===== src/rtl/mrs_issue_ctrl.sv =====
// Mode-register-set initiator: waits for controller idle, issues MR0 then MR2
// with tMRD/tMOD spacing, then pulses mrs_update_rdy with the new settings.
module mrs_issue_ctrl #(
    parameter int unsigned TMRD = 8,
    parameter int unsigned TMOD = 24
) (
    input  logic        clock,
    input  logic        reset_n,
    input  logic        mrs_req,
    input  logic [1:0]  bl_in,
    input  logic [3:0]  cl_in,
    input  logic [2:0]  cwl_in,
    input  logic        ctrl_idle,
    output logic        mrs_ack,
    output logic        mrs_busy,
    output logic        mrs_update_rdy,
    output logic [1:0]  bl_out,
    output logic [3:0]  cl_out,
    output logic [2:0]  cwl_out,
    output logic        cs_n,
    output logic        act_n,
    output logic        ras_n,
    output logic        cas_n,
    output logic        we_n,
    output logic [1:0]  bg,
    output logic [1:0]  ba,
    output logic [17:0] addr
);

    localparam int unsigned T_MAX = (TMRD > TMOD) ? TMRD : TMOD;
    localparam int unsigned CNT_W = (T_MAX > 2) ? $clog2(T_MAX) : 1;
    localparam logic [CNT_W-1:0] MRD_LOAD = CNT_W'(TMRD - 1);
    localparam logic [CNT_W-1:0] MOD_LOAD = CNT_W'(TMOD - 1);
    localparam logic [CNT_W-1:0] CNT_ONE  = CNT_W'(1);

    // Command pin order: {cs_n, act_n, ras_n, cas_n, we_n}
    localparam logic [4:0] CMD_DES = 5'b11111;
    localparam logic [4:0] CMD_MRS = 5'b01000;

    typedef enum logic [2:0] {
        S_IDLE,
        S_WAIT_IDLE,
        S_ISSUE_MR0,
        S_WAIT_MRD,
        S_ISSUE_MR2,
        S_WAIT_MOD,
        S_DONE
    } state_e;

    state_e           state_q, state_d;
    logic [CNT_W-1:0] cnt_q, cnt_d;
    logic [1:0]       bl_lat_q, bl_lat_d;
    logic [3:0]       cl_lat_q, cl_lat_d;
    logic [2:0]       cwl_lat_q, cwl_lat_d;
    logic             ack_q, ack_d;
    logic             busy_q, busy_d;
    logic             rdy_q, rdy_d;
    logic [1:0]       bl_out_q, bl_out_d;
    logic [3:0]       cl_out_q, cl_out_d;
    logic [2:0]       cwl_out_q, cwl_out_d;
    logic [4:0]       cmd_q, cmd_d;
    logic [1:0]       bg_q, bg_d;
    logic [1:0]       ba_q, ba_d;
    logic [17:0]      addr_q, addr_d;

    // Next state, counter and registered-output values derived from the next state
    always_comb begin
        state_d   = state_q;
        cnt_d     = cnt_q;
        bl_lat_d  = bl_lat_q;
        cl_lat_d  = cl_lat_q;
        cwl_lat_d = cwl_lat_q;
        bl_out_d  = bl_out_q;
        cl_out_d  = cl_out_q;
        cwl_out_d = cwl_out_q;
        cmd_d     = CMD_DES;
        bg_d      = 2'b00;
        ba_d      = 2'b00;
        addr_d    = 18'd0;

        case (state_q)
            S_IDLE: begin
                if (mrs_req) begin
                    bl_lat_d  = (bl_in == 2'b11) ? 2'b00 : bl_in;
                    cl_lat_d  = cl_in;
                    cwl_lat_d = cwl_in;
                    state_d   = S_WAIT_IDLE;
                end
            end
            S_WAIT_IDLE: begin
                if (ctrl_idle) state_d = S_ISSUE_MR0;
            end
            S_ISSUE_MR0: begin
                cnt_d   = MRD_LOAD;
                state_d = S_WAIT_MRD;
            end
            S_WAIT_MRD: begin
                cnt_d = cnt_q - CNT_ONE;
                if (cnt_q <= CNT_ONE) state_d = S_ISSUE_MR2;
            end
            S_ISSUE_MR2: begin
                cnt_d   = MOD_LOAD;
                state_d = S_WAIT_MOD;
            end
            S_WAIT_MOD: begin
                cnt_d = cnt_q - CNT_ONE;
                if (cnt_q <= CNT_ONE) state_d = S_DONE;
            end
            S_DONE: begin
                state_d = S_IDLE;
            end
            default: begin
                state_d = S_IDLE;
            end
        endcase

        ack_d  = (state_q == S_IDLE) && mrs_req;
        busy_d = (state_d != S_IDLE);
        rdy_d  = (state_d == S_DONE);

        if (state_d == S_DONE) begin
            bl_out_d  = bl_lat_q;
            cl_out_d  = cl_lat_q;
            cwl_out_d = cwl_lat_q;
        end

        // MR0: BL in A1:A0, CL in A6:A4,A2, sequential burst (A3=0)
        if (state_d == S_ISSUE_MR0) begin
            cmd_d  = CMD_MRS;
            addr_d = {11'd0, cl_lat_q[3:1], 1'b0, cl_lat_q[0], bl_lat_q};
        end else if (state_d == S_ISSUE_MR2) begin
            cmd_d  = CMD_MRS;
            ba_d   = 2'b10;
            addr_d = {12'd0, cwl_lat_q, 3'b000};
        end
    end

    always_ff @(posedge clock or negedge reset_n) begin
        if (!reset_n) begin
            state_q   <= S_IDLE;
            cnt_q     <= '0;
            bl_lat_q  <= 2'b00;
            cl_lat_q  <= 4'd0;
            cwl_lat_q <= 3'd0;
            ack_q     <= 1'b0;
            busy_q    <= 1'b0;
            rdy_q     <= 1'b0;
            bl_out_q  <= 2'b00;
            cl_out_q  <= 4'd0;
            cwl_out_q <= 3'd0;
            cmd_q     <= CMD_DES;
            bg_q      <= 2'b00;
            ba_q      <= 2'b00;
            addr_q    <= 18'd0;
        end else begin
            state_q   <= state_d;
            cnt_q     <= cnt_d;
            bl_lat_q  <= bl_lat_d;
            cl_lat_q  <= cl_lat_d;
            cwl_lat_q <= cwl_lat_d;
            ack_q     <= ack_d;
            busy_q    <= busy_d;
            rdy_q     <= rdy_d;
            bl_out_q  <= bl_out_d;
            cl_out_q  <= cl_out_d;
            cwl_out_q <= cwl_out_d;
            cmd_q     <= cmd_d;
            bg_q      <= bg_d;
            ba_q      <= ba_d;
            addr_q    <= addr_d;
        end
    end

    assign mrs_ack        = ack_q;
    assign mrs_busy       = busy_q;
    assign mrs_update_rdy = rdy_q;
    assign bl_out         = bl_out_q;
    assign cl_out         = cl_out_q;
    assign cwl_out        = cwl_out_q;
    assign {cs_n, act_n, ras_n, cas_n, we_n} = cmd_q;
    assign bg             = bg_q;
    assign ba             = ba_q;
    assign addr           = addr_q;

endmodule


===== config.mk =====
export PLATFORM = sky130hd
export DESIGN_NAME = mrs_issue_ctrl
export DESIGN_NICKNAME = d
export VERILOG_FILES = /design/src/rtl/mrs_issue_ctrl.sv
export SDC_FILE = /design/constraint.sdc
export NUM_CORES = 1
export LEC_CHECK = 0
export ABC_AREA = 1
export BUFFER_PORTS_ARGS = -buffer_cell sky130_fd_sc_hd__buf_2
export CORE_MARGIN = 4
export CORE_UTILIZATION = 46
export CTS_CLUSTER_DIAMETER = 40
export DETAILED_ROUTE_END_ITERATION = 10
export PLACE_DENSITY = 0.82
export SYNTH_ARGS = -nofsm -noshare
export SYNTH_HDL_FRONTEND = slang
export SYNTH_SLANG_ARGS = --single-unit
export TNS_END_PERCENT = 50

===== constraint.sdc =====
create_clock -name clock -period 1.3 [get_ports clock]
set_clock_uncertainty 0.1 [all_clocks]
set_input_delay 0.065 -clock clock [delete_from_list [all_inputs] [get_ports clock]]
set_output_delay 0.065 -clock clock [all_outputs]
set_load 0.005 [all_outputs]

==> metrics <==
status finished, violations left; violated checks setup timing; H-tree Lvls 2; met1 Track Usage GR 19.8%; Initial Util 47.4%; Post-Syn Area about 0.0017 sq mm; die area just under 0.005 sq mm; crit path time final 1450 ps; Final Hold Fails 0; CTS Buf Count 5; crit share post-route 111%; Static Leak about 1.3 nW; Worst-Skew Late Latency slightly below 300 ps; Fillers 256; grt met2 use between 20 and 30%; drt pass-1 iters 4; Fmax between 0.6 and 0.7 GHz; # IOs 52; DIE WIDTH 69.4 um; vias in the first global route 1395; Reg clk slew, reported paths around 80 ps; DRC viols 0; total power roughly 0.0050 W; Die Height around 69 um; maxcap violations 0; pwr/cell area roughly 2000 mW/mm^2; port bufs 36; reg-to-reg slack, setup -150 ps; grt met3 use just under 5%; clk buf depth 2; GR Overflow Total 0; crit path max fanout 9; worst setup margin -145 ps; ant diodes 0; Final Cell Area around 0.0025 sq mm; DR iter-0 viols just over 100; Critical Path End Type flop; DP Cell Count between 200 and 300; Seq/Total Area, Yosys 54.8%; worst r2r dst cwl_out[1]; Slew Viols, Final 0; Rows 22; setup TNS -1610 ps; area post-placement a little over 0.002 sq mm; largest net degree at the start of global routing 39; initial antenna violation count 0; synth-to-layout area growth 41.7%; reg2reg path depth 9; worst endpoint data arrival time ~1600 ps; Finished Layout Cells between 300 and 400; worst hold stages 6; cells after synthesis roughly 190; core area about 0.0037 sq mm; Hold Path Class in -> reg; RSZ-0062 raised after global routing true; DRT Wirelength approximately 4.4 mm; Worst R2R Start cnt_q[1]; gr busiest metal met2; root buffer cell clkbuf_8; first-pass GRT wire length approximately 6.3 mm; Ys Warns 0; post-DP HPWL between 2 and 2.5 mm; GPL Wtd Cong just under 0.8; #FFs+latches synth 38; Routed Antenna Nets 0; CTS Sinks 38; WHS Endpoint state_q[0]; CTS tree done; Crit Path Category reg -> reg; setup violators final 19; Worst IR Drop VDD 907 uV; via count 1434; Hold Path Origin ctrl_idle; wire length per cell around 14 um; Yosys cell types 22; NumNets Final 271; Vias/cell ~4.7; Crit path required time roughly 1400 ps; gr usage total ~17%; Fin Hold WS ~94 ps; Mean Syn Cell Area 9.39 sq um; share of layout cells above drive strength 1 45.5%; Startpoint Class flop
-- how the worst max path moves through the flow --
stage | start | end | depth (start not counted)
2_1_floorplan | cnt_q[1] | bl_out[1] | 10
3_3_place_gp | cnt_q[1] | bl_out[0] | 9
3_5_place_dp | cnt_q[1] | bl_out[0] | 9
4_1_cts | cnt_q[1] | bl_out[0] | 9
5_1_grt | state_q[1] | cwl_out[1] | 6
6_report | cnt_q[1] | cwl_out[1] | 9
-- per-layer routing --
metal / wire length, um / vias up
li1: - / 679
met1: 1690 / 687
met2: 2320 / 55
met3: 229 / 13
met4: 127 / 0
met5: 0 / -
-- registers in the layout (all words and copies together), names as in the netlist --
signal	count
addr	7
cnt_q	5
cl_lat_q	4
cl_out	4
cwl_lat_q	3
cwl_out	3
state_q	3
bl_lat_q	2
bl_out	2
ba	1
cmd_q	1
mrs_ack	1
mrs_busy	1
mrs_update_rdy	1
-- stage by stage --
| stage | util (%) | setup slack, ps |
|---|---|---|
| finish | 67.2 | -145 |
| global route | 67.2 | -222 |
| CTS | 63.0 | -65.1 |
| detailed placement | 55.3 | -97.7 |
| global placement | 55.3 | -43.2 |
| floorplan | - | -75.6 |
-- worst max-delay path, cell delays in order (launching register included) --
cell and delay, ps:
dfrtp_1 380, inv_2 90, ha_4 130, inv_2 40, nand2_4 60, nand2_4 60, nor2_4 180, buf_4 160
inv_6 60, o21ai_2 120
-- Yosys cell counts, drive strengths merged --
cell	n	share of area, %
nand3	15	5.5
dfrtp	37	53
o21ai	20	7.7
o22ai	2	0.72
nor2	11	3.4
xor2	1	0.50
conb	2	0.43
inv	31	6.7
buf	20	8.9
nand2	40	8.8
a21oi	1	0.29
o211ai	1	0.43
dfstp	1	1.5
o31ai	1	0.43
ha	2	1.4
-- layout by cell type, fill, tap and decap left out, types with 2 or more instances in the layout --
| master | n |
|---|---|
| buf_2 | 36 |
| buf_4 | 19 |
| buf_6 | 2 |
| bufinv_16 | 2 |
| clkbuf_8 | 5 |
| conb_1 | 15 |
| dfrtp_1 | 34 |
| dfrtp_2 | 3 |
| dlygate4sd3_1 | 11 |
| inv_1 | 23 |
| inv_2 | 6 |
| inv_6 | 2 |
| inv_8 | 2 |
| nand2_1 | 28 |
| nand2_2 | 9 |
| nand2_4 | 3 |
| nand3_1 | 8 |
| nand3_2 | 4 |
| nand3_4 | 3 |
| nor2_1 | 7 |
| nor2_4 | 3 |
| o21ai_0 | 11 |
| o21ai_2 | 9 |
| o22ai_2 | 2 |
-- cells by family after synthesis --
| group | Yosys count | share of synthesized area [%] |
|---|---|---|
| DFF | 38 | 54.8 |
| buffers and inverters | 51 | 15.6 |
| and+or+nand+nor | 66 | 17.7 |
| other | 2 | 0.432 |
| AOI/OAI and AO/OA | 25 | 9.58 |
| xor gates and xnor gates | 1 | 0.504 |
| adders and majority gates | 2 | 1.44 |
-- power by group --
group | switching [W] | total (W) | leakage (nW) | internal (W)
combinational | 0.00121 | 0.00206 | 0.740 | 0.000843
sequential | 0.000234 | 0.00178 | 0.449 | 0.00155
clock | 0.000437 | 0.00121 | 0.0683 | 0.000769
-- layout make-up --
type / count / area, sq um / share of cell area, %
flip-flops and latches: 38 / 956 / 38.8
repair inverters: 2 / 17.5 / 0.712
inverters: 31 / 131 / 5.34
repair buffers: 69 / 475 / 19.3
multi-input cells: 109 / 683 / 27.8
well taps: 48 / 60.1 / 2.44
clock buffers: 5 / 68.8 / 2.80
clock inverters: 3 / 68.8 / 2.80
-- repair_timing --
| item | CTS | global route |
|---|---|---|
| pin swaps | 4 | 3 |
| resized for setup | 13 | 26 |
| buffers inserted | 1 | 5 |
| setup endpoints to repair | 30 | 30 |
| endpoints found under the hold margin | 47 | 1 |
| hold buffers | 10 | 1 |
| gates cloned | 0 | 2 |
Power figures use the tool's default switching activity.
